File: src/rtl/spi_reg_bridge_pkg.sv
// Shared types and field positions for the SPI register bridge.
package spi_reg_bridge_pkg;

   typedef enum logic [3:0] {
      S_IDLE      = 4'd0,
      S_HDR       = 4'd1,
      S_RD_STROBE = 4'd2,
      S_RD_CAPT   = 4'd3,
      S_RD_SHIFT  = 4'd4,
      S_WDATA     = 4'd5,
      S_WR_STROBE = 4'd6,
      S_DONE      = 4'd7
   } state_t;

   localparam int HDR_BITS          = 32;
   localparam int DATA_BITS         = 32;
   localparam int ADDR_CTRL_SEL_BIT = 0;
   localparam int ADDR_CTRL_RD_BIT  = 1;
   localparam int HDR_ADDR_MSB      = 31;
   localparam int HDR_ADDR_LSB      = 16;
   localparam int HDR_RW_BIT        = 15;

   function automatic logic [31:0] mk_addr_ctrl(input logic [15:0] addr, input logic rd);
      logic [31:0] ac;
      ac                    = '0;
      ac[31:16]             = addr;
      ac[ADDR_CTRL_RD_BIT]  = rd;
      ac[ADDR_CTRL_SEL_BIT] = 1'b1;
      return ac;
   endfunction

endpackage

File: src/rtl/spi_sync_edge.sv
// Multi-flop synchroniser for an asynchronous input with rise/fall pulse detect.
module spi_sync_edge #(
   parameter int   SYNC_STAGES = 2,
   parameter logic RST_VAL     = 1'b0
) (
   input  logic clk,
   input  logic reset,
   input  logic d,
   output logic q,
   output logic rise,
   output logic fall
);

   logic [SYNC_STAGES-1:0] sync_r;
   logic                   prev;

   always_ff @(posedge clk or posedge reset) begin
      if (reset) begin
         sync_r <= {SYNC_STAGES{RST_VAL}};
         prev   <= RST_VAL;
      end else begin
         sync_r <= {sync_r[SYNC_STAGES-2:0], d};
         prev   <= sync_r[SYNC_STAGES-1];
      end
   end

   assign q    = sync_r[SYNC_STAGES-1];
   assign rise = q & ~prev;
   assign fall = ~q & prev;

endmodule

File: src/rtl/spi_reg_bridge.sv
// SPI-slave (mode 0) to register-bus bridge: 32-bit header + 32-bit data frames.
// Define SPI_REG_BRIDGE_PARITY_EN to require odd parity over the header.
module spi_reg_bridge
   import spi_reg_bridge_pkg::*;
#(
   parameter int SYNC_STAGES = 2,
   parameter int ERR_W       = 8
) (
   input  logic             clk,
   input  logic             reset,
   input  logic             spi_sclk,
   input  logic             spi_cs_n,
   input  logic             spi_mosi,
   output logic             spi_miso,
   output logic [31:0]      addr_ctrl,
   output logic [31:0]      reg_wr_data,
   input  logic [31:0]      reg_rd_data,
   output logic             busy,
   output logic [ERR_W-1:0] err_count,
   output logic [7:0]       debug
);

   state_t                 state, state_nx;
   logic                   sclk_s, sclk_rise, sclk_fall;
   logic                   cs_s, cs_rise, cs_fall;
   logic [SYNC_STAGES-1:0] mosi_sync;
   logic                   mosi_s;
   logic [HDR_BITS-2:0]    sr;
   logic [HDR_BITS-1:0]    rx_word;
   logic [15:0]            hdr_addr;
   logic [DATA_BITS-1:0]   miso_sr;
   logic [4:0]             bit_cnt;
   logic                   rd_armed, err_inc, par_ok;
   logic                   shift_in, shift_out, last_hdr, last_data;
   logic                   unused_ok;

   spi_sync_edge #(.SYNC_STAGES(SYNC_STAGES), .RST_VAL(1'b0)) u_sclk (
      .clk(clk), .reset(reset), .d(spi_sclk), .q(sclk_s), .rise(sclk_rise), .fall(sclk_fall));

   spi_sync_edge #(.SYNC_STAGES(SYNC_STAGES), .RST_VAL(1'b1)) u_cs (
      .clk(clk), .reset(reset), .d(spi_cs_n), .q(cs_s), .rise(cs_rise), .fall(cs_fall));

   always_ff @(posedge clk or posedge reset) begin
      if (reset) mosi_sync <= '0;
      else       mosi_sync <= {mosi_sync[SYNC_STAGES-2:0], spi_mosi};
   end

   assign mosi_s    = mosi_sync[SYNC_STAGES-1];
   assign unused_ok = &{1'b0, sclk_s, cs_rise};
   assign rx_word   = {sr, mosi_s};
   assign last_hdr  = (bit_cnt == 5'(HDR_BITS - 1));
   assign last_data = (bit_cnt == 5'(DATA_BITS - 1));
   assign shift_in  = ((state == S_HDR) || (state == S_WDATA)) && sclk_rise;
   // The fall right after the last header bit precedes the host's first data sample,
   // so read shifting only starts once a data-phase rising edge has been seen.
   assign shift_out = (state == S_RD_SHIFT) && sclk_fall && rd_armed;

`ifdef SPI_REG_BRIDGE_PARITY_EN
   assign par_ok = ^rx_word;
`else
   assign par_ok = 1'b1;
`endif

   always_ff @(posedge clk or posedge reset) begin
      if (reset) state <= S_IDLE;
      else       state <= state_nx;
   end

   // A sampled sclk edge takes priority over a cs_n release seen in the same cycle.
   always_comb begin
      state_nx = state;
      err_inc  = 1'b0;
      case (state)
         S_IDLE:      if (cs_fall) state_nx = S_HDR;
         S_HDR: begin
            if (sclk_rise) begin
               if (last_hdr) begin
                  if (!par_ok) begin
                     state_nx = S_DONE;
                     err_inc  = 1'b1;
                  end else begin
                     state_nx = rx_word[HDR_RW_BIT] ? S_RD_STROBE : S_WDATA;
                  end
               end
            end else if (cs_s) begin
               state_nx = S_IDLE;
               err_inc  = 1'b1;
            end
         end
         S_WDATA: begin
            if (sclk_rise) begin
               if (last_data) state_nx = S_WR_STROBE;
            end else if (cs_s) begin
               state_nx = S_IDLE;
               err_inc  = 1'b1;
            end
         end
         S_RD_STROBE: state_nx = S_RD_CAPT;
         S_RD_CAPT:   state_nx = S_RD_SHIFT;
         S_RD_SHIFT: begin
            if (shift_out) begin
               if (last_data) state_nx = S_DONE;
            end else if (cs_s) begin
               state_nx = S_IDLE;
               err_inc  = 1'b1;
            end
         end
         S_WR_STROBE: state_nx = S_DONE;
         S_DONE:      if (cs_s) state_nx = S_IDLE;
         default:     state_nx = S_IDLE;
      endcase
   end

   always_ff @(posedge clk or posedge reset) begin
      if (reset) begin
         sr          <= '0;
         hdr_addr    <= '0;
         bit_cnt     <= '0;
         rd_armed    <= 1'b0;
         miso_sr     <= '0;
         addr_ctrl   <= '0;
         reg_wr_data <= '0;
         err_count   <= '0;
      end else begin
         if (state_nx != state)        bit_cnt <= '0;
         else if (shift_in | shift_out) bit_cnt <= bit_cnt + 5'd1;

         if (shift_in) sr <= rx_word[HDR_BITS-2:0];
         if ((state == S_HDR) && sclk_rise && last_hdr)
            hdr_addr <= rx_word[HDR_ADDR_MSB:HDR_ADDR_LSB];

         if (state != S_RD_SHIFT) rd_armed <= 1'b0;
         else if (sclk_rise)      rd_armed <= 1'b1;

         if (state == S_RD_CAPT) miso_sr <= reg_rd_data;
         else if (shift_out)     miso_sr <= {miso_sr[DATA_BITS-2:0], 1'b0};

         // Address/R-W bits persist after the strobe; only select is dropped.
         if (state_nx == S_RD_STROBE)
            addr_ctrl <= mk_addr_ctrl(rx_word[HDR_ADDR_MSB:HDR_ADDR_LSB], 1'b1);
         else if (state_nx == S_WR_STROBE)
            addr_ctrl <= mk_addr_ctrl(hdr_addr, 1'b0);
         else
            addr_ctrl[ADDR_CTRL_SEL_BIT] <= 1'b0;

         if (state_nx == S_WR_STROBE) reg_wr_data <= rx_word;

         if (err_inc && !(&err_count)) err_count <= err_count + ERR_W'(1);
      end
   end

   assign spi_miso = (state == S_RD_SHIFT) & miso_sr[DATA_BITS-1];
   assign busy     = (state != S_IDLE);
   assign debug    = {state, bit_cnt[3:0]};

endmodule

File: config.mk
export PLATFORM = sky130hd
export DESIGN_NAME = spi_reg_bridge
export DESIGN_NICKNAME = d
export VERILOG_FILES = /design/src/rtl/spi_reg_bridge_pkg.sv /design/src/rtl/spi_sync_edge.sv /design/src/rtl/spi_reg_bridge.sv
export SDC_FILE = /design/constraint.sdc
export NUM_CORES = 1
export LEC_CHECK = 0
export ABC_AREA = 1
export BUFFER_PORTS_ARGS = -buffer_cell sky130_fd_sc_hd__clkbuf_2
export CORE_UTILIZATION = 40
export DETAILED_ROUTE_END_ITERATION = 10
export GPL_ROUTABILITY_DRIVEN = 0
export PLACE_DENSITY = 0.65
export SYNTH_ARGS = -nofsm -noshare
export SYNTH_HDL_FRONTEND = slang
export SYNTH_SLANG_ARGS = --single-unit
File: constraint.sdc
create_clock -name clk -period 7.17 [get_ports clk]
set_input_delay 1.434 -clock clk [delete_from_list [all_inputs] [get_ports clk]]
set_output_delay 1.434 -clock clk [all_outputs]
set_load 0.05 [all_outputs]
======== Yosys cells after proc, flatten, opt, wreduce, memory -nomap -nowiden ========
Cells that the tools add are included.
operators by class
  bitwise logic cells ..................... 8
  reduce and logical (&&, ||, !) cells .... 16
  add/sub/neg operators ................... 2
  muxes and demuxes ....................... 23
  equality and inequality tests ........... 12
operators with widths
  operator               count
  $mux W32               3
  $mux W4                8
  $pmux W4 S8            1
  $mux W31               1
  $eq A4 B3 Y1 const B   5
  $eq A4 B2 Y1 const B   3
  $mux W5                2
  $add A8 B1 Y8 const B  1
  $reduce_and A8 Y1      1
  $reduce_bool A2 Y1     4
  $logic_and A1 B1 Y1    6
  $mux W1                6
  $add A5 B1 Y5 const B  1
  $eq A5 B5 Y1 const B   1
  $and A1 B1 Y1          4
  $eq A4 B1 Y1 const B   1
  $logic_not A4 Y1       1
  $ne A4 B3 Y1 const B   1
  $ne A4 B4 Y1           1
  $reduce_bool A4 Y1     1
  $mux W3                1
  $not A1 Y1             3
  $pmux W1 S2            1
  $reduce_or A2 Y1       1
  other kinds (3)        3
storage, ports and cells
  register bits ........................... 169
  output and inout port bits .............. 82
  word-level logic and storage cells ...... 76
  bits of input ports ..................... 37

======== Depth between registers and ports, before layout ========
  word-level depth ........................ 9
  mapped depth ............................ 15
  depth with buffers taken out ............ 15

======== Hierarchy ========
Synthesis repeated with hierarchy kept, for this count alone.
second synthesis, totals
  cell total of the unflattened synthesis .. 694
  area, all modules ....................... 6,537.5 µm²
modules (own cells, without submodules)
  module                   times used  cells an instance  area each (µm²)  sequential area each (µm²)
  spi_reg_bridge           1           678                6,346.1          3,728.6
  spi_sync_edge at u_cs    1           8                  97.6             78.8
  spi_sync_edge at u_sclk  1           8                  93.8             75.1

======== Least setup slack after synthesis ========
OpenSTA, ideal clock, no wires.
  path kind ............................... reg2out
  from .................................... register state[2]
  to ...................................... output spi_miso
  arrival time ............................ 1.758 ns
  path slack .............................. 3.978 ns
  cell stages (with the launch flop) ...... 5
  buffers on the path ..................... 0
  data required time ...................... 5.736 ns
  cells stage by stage .................... dfrtp_1 inv_1 nor2_4 nand2_2 nor2_1
on the way
  word-level cells in the longest chain between the ends .. 2
ends and longest elaborated chain
  item                    line                   RTL
  from (decl)             spi_reg_bridge.sv:23   state_t state, state_nx;
  from (signal assigned)  spi_reg_bridge.sv:66   else state <= state_nx;
  $eq A4 B3 Y1            spi_reg_bridge.sv:152  assign spi_miso = (state == S_RD_SHIFT) & miso_sr[DATA_BITS-1];
  $and A1 B1 Y1           spi_reg_bridge.sv:152
  to (decl)               spi_reg_bridge.sv:14   output logic spi_miso,
No other way between the ends.

======== Final worst setup path ========
Same ends and word-level chain as after synthesis.

==> results.yml <==
status:
  outcome: "completed"
setup_path:
  rr_endpoint: "addr_ctrl[30]"
  worst-r2r-cell-count: 11
  worstReg2RegStart: "bit_cnt[0]"
  cp.required_ns: 5.74
  cp.arrival_ns: 1.66
  timing.critical_path.fanout_max: 7
  critPathLaunchType: "register"
  timing_worst_setup_path_type: "register to output pin"
  r2r_slack_ns: 4.38
  critPathCaptureType: "output pin"
logic_synthesis:
  synth.lib_cells_used.distinct: 30
  share_of_the_synthesized_area_in_compound_gates_ao_oa_aoi_oai_pct: 13.9
  synth_area_um2: 6550
  yosysWarningCount: 0
  largest_family_of_logic_cells_by_synthesized_area: "simple AND/OR/NAND/NOR gates"
  post_synth_inst_count: 689
  ys_seq_area_share_pct: 59.3
  yosys.area_share.simple_pct: 14.8
  multiplexer_fraction_of_the_synthesized_cell_area_pct: 0.306
  syn-mean-instance-area_um2: 9.50
  synthAdderAreaFrac_pct: 0.764
  synth_seq_cells: 155
  synth_xor_xnor_area_share_pct: 1.34
sta:
  finalWorstPathRequiredPeriod_ns: 3.09
  timing_worst_slew_pin_value_ns: 1.05
  final-hold-violation-count: 0
  maxSlewHeadroom_pct: 30.0
  fin_worst_skew_ns: 0.00860
  fmax_mhz: 324
  post-route-worst-setup-slack_ns: 4.08
  setup_viol: 0
  maxSlewViolCount: 0
  setup-tns-final_ns: 0
  grt_setup_unrepaired: "false"
  finalCritPeriodShare_pct: 43.1
clocking:
  clkSlewWorstSetupHoldPaths_ns: 0.06
  clock_tree_from_tritoncts: "yes"
  cts_root_buffer: "clkbuf_16"
  postCtsSetupRepairBufs: 0
  cts_hold_buf: 0
  cts_inserted_buffers: 17
  ctsHtreeMaxLevel: 4
  cts.sink_count: 155
  post_cts_gate_resize_count: 0
  cts_buffer_depth: 2
  insertion_delay_ns: 0.42
placed_design:
  detailedPlacementHpwl_mm: 8.61
  worst_setup_timing_slack_at_the_placement_stage_ns: 4.17
  port_buffers: 104
job:
  cap_viol_max_count: 0
routing:
  wirelength_mm: 13.3
  drt_pass1_iterations: 4
  dr_total_vias: 4733
  drt_drc_violations_left: 0
  drtIter0Drc: 340
  route.antenna.remaining_nets: 0
  wl_per_cell_um: 13.2
  route.detailed.vias_per_inst: 4.69
final_layout:
  antenna_cells_inserted: 0
  area_growth_syn_to_layout_pct: 18.9
  nNetsFinal: 822
  layout-drive-gt1-share_pct: 20.8
die:
  initial_utilization_pct: 41.1
  fp-row-count: 46
  fp.coreArea_um2: 15900
  design.die.area_um2: 16900
  boundary_pins: 119
  die_x_um: 130
  floorplan.die.height_um: 130
min_path:
  type_of_the_tightest_min_delay_check: "register to register"
  hold-path-cell-count: 0
  hold_end: "u_sclk.sync_r[1]"
  holdCritStartpoint: "u_sclk.sync_r[0]"
power:
  power-per-cell-area_nw_per_um2: 260
  peakVddDrop_v: 0.000157
  power_leakage_nw: 3.81
grt:
  antenna_found_initial: 0
  global_route_wire_length_before_repair_mm: 22.0
  grt_remaining_overflow: 0
  grt_pass1_vias: 4446
  grt_start_max_net_pins: 102
  grt_use_total_pct: 17.0
-- area by class of cell --
type                            instances  area, µm²
Clock buffer                           20        457
Clock inverter                         11        181
Fill cell                            1507       8160
Inverter                               93        354
Multi-Input combinational cell        407       2100
Sequential cell                       155       3880
Tap cell                              216        270
Timing Repair Buffer                  107        543
-- cells in the mapped netlist --
library cell / count / area [µm²]
nand2_1: 170 / 638
dfrtp_1: 152 / 3800
inv_1: 90 / 338
o21ai_0: 87 / 435
o221ai_1: 27 / 236
buf_4: 19 / 143
clkbuf_1: 17 / 63.8
nand3_1: 17 / 85.1
nor2_1: 17 / 63.8
a22oi_1: 10 / 75.1
buf_2: 10 / 50.1
o211ai_1: 9 / 67.6
o21ai_1: 9 / 45.0
nand2_2: 6 / 37.5
nand4_1: 5 / 31.3
nor2_2: 5 / 31.3
xnor2_1: 5 / 43.8
xor2_1: 5 / 43.8
ha_1: 4 / 50.1
nor2_4: 4 / 45.0
a22oi_2: 3 / 37.5
dfstp_2: 3 / 78.8
inv_2: 3 / 11.3
a21oi_1: 2 / 10.0
buf_6: 2 / 22.5
mux2i_1: 2 / 20.0
nand3_2: 2 / 20.0
nor3_1: 2 / 10.0
conb_1: 1 / 3.75
nand3b_1: 1 / 7.51
-- worst max-delay path, stage by stage, from the launching register on --
cell and delay, ns:
dfrtp_1 0.41, inv_1 0.12, nor2_4 0.18, nand2_2 0.10
nor2_1 0.13, clkbuf_2 0.29
-- how the worst max path moves through the flow --
stage	cells after the start	end	startpoint	slack, ns
detailed placement	3	err_count[3]	reset	4.17
CTS	5	spi_miso	state[2]	4.04
global route	5	spi_miso	state[2]	3.98
global placement	3	err_count[3]	reset	4.18
floorplan	1	addr_ctrl[0]	reset	1.56
finish	5	spi_miso	state[2]	4.08
-- sequential cells by signal, indices dropped and copies added (netlist names) --
register and count:
addr_ctrl 18, bit_cnt 5, err_count 8, hdr_addr 16
miso_sr 32, mosi_sync 2, rd_armed 1, reg_wr_data 32
sr 31, state 4, u_cs.prev 1, u_cs.sync_r 2
u_sclk.prev 1, u_sclk.sync_r 2
-- kinds of logic (layout without fill, tap and decap cells) --
kind of cell,after synthesis,count (layout)
simple gates,229,229
flops,155,155
compound gates,147,147
buf+inv,141,231
xor+xnor,10,10
fa+ha+maj,4,4
mux,2,2
other cells,1,15
-- placed cells by master, fill, tap and decap left out --
master / n
clkbuf_16: 17
o21ai_0: 87
buf_4: 3
inv_6: 4
nor2_4: 4
inv_2: 3
clkinvlp_4: 2
a22oi_1: 10
dfstp_2: 3
ha_1: 4
xnor2_1: 5
nand3_1: 16
o211ai_1: 9
mux2i_1: 2
o221ai_1: 27
o21ai_1: 9
clkbuf_1: 1
nand2_1: 170
a22oi_2: 3
nor2_2: 5
conb_1: 15
bufinv_16: 4
nand2_2: 6
a21oi_1: 2
nand4_1: 5
nand3_2: 3
nor2_1: 17
nor3_1: 2
inv_1: 89
clkbuf_2: 104
nand3b_1: 1
inv_8: 1
dfrtp_1: 152
clkbuf_8: 2
xor2_1: 5
clkinv_4: 1
-- power breakdown --
part	switching [mW]	internal [mW]	total (mW)
clock	0.364	0.606	0.970
combinational	0.101	0.0327	0.134
sequential	0.0159	0.902	0.918
total	0.481	1.54	2.02
-- layer usage --
metal | track usage [%] | routed length (µm)
met4 | 6.84 | 207
met3 | 4.88 | 721
met1 | 23.8 | 6360
met2 | 24.8 | 6040
met5 | 0 | 0
-- through the flow --
step / instances / area (µm²) / util [%] / hold slack, ns / total power [mW]
6_report: 1009 / 7780 / 48.8 / 0.349 / 2.02
2_1_floorplan: 703 / 6600 / - / 0.331 / 1.04
3_3_place_gp: 978 / 7150 / 44.8 / 0.335 / 1.07
3_5_place_dp: 978 / 7150 / 44.8 / 0.338 / 1.07
5_1_grt: 1009 / 7780 / 48.8 / 0.359 / 2.10
4_1_cts: 1009 / 7780 / 48.8 / 0.352 / 2.04
(Power assumes the default switching activity.)
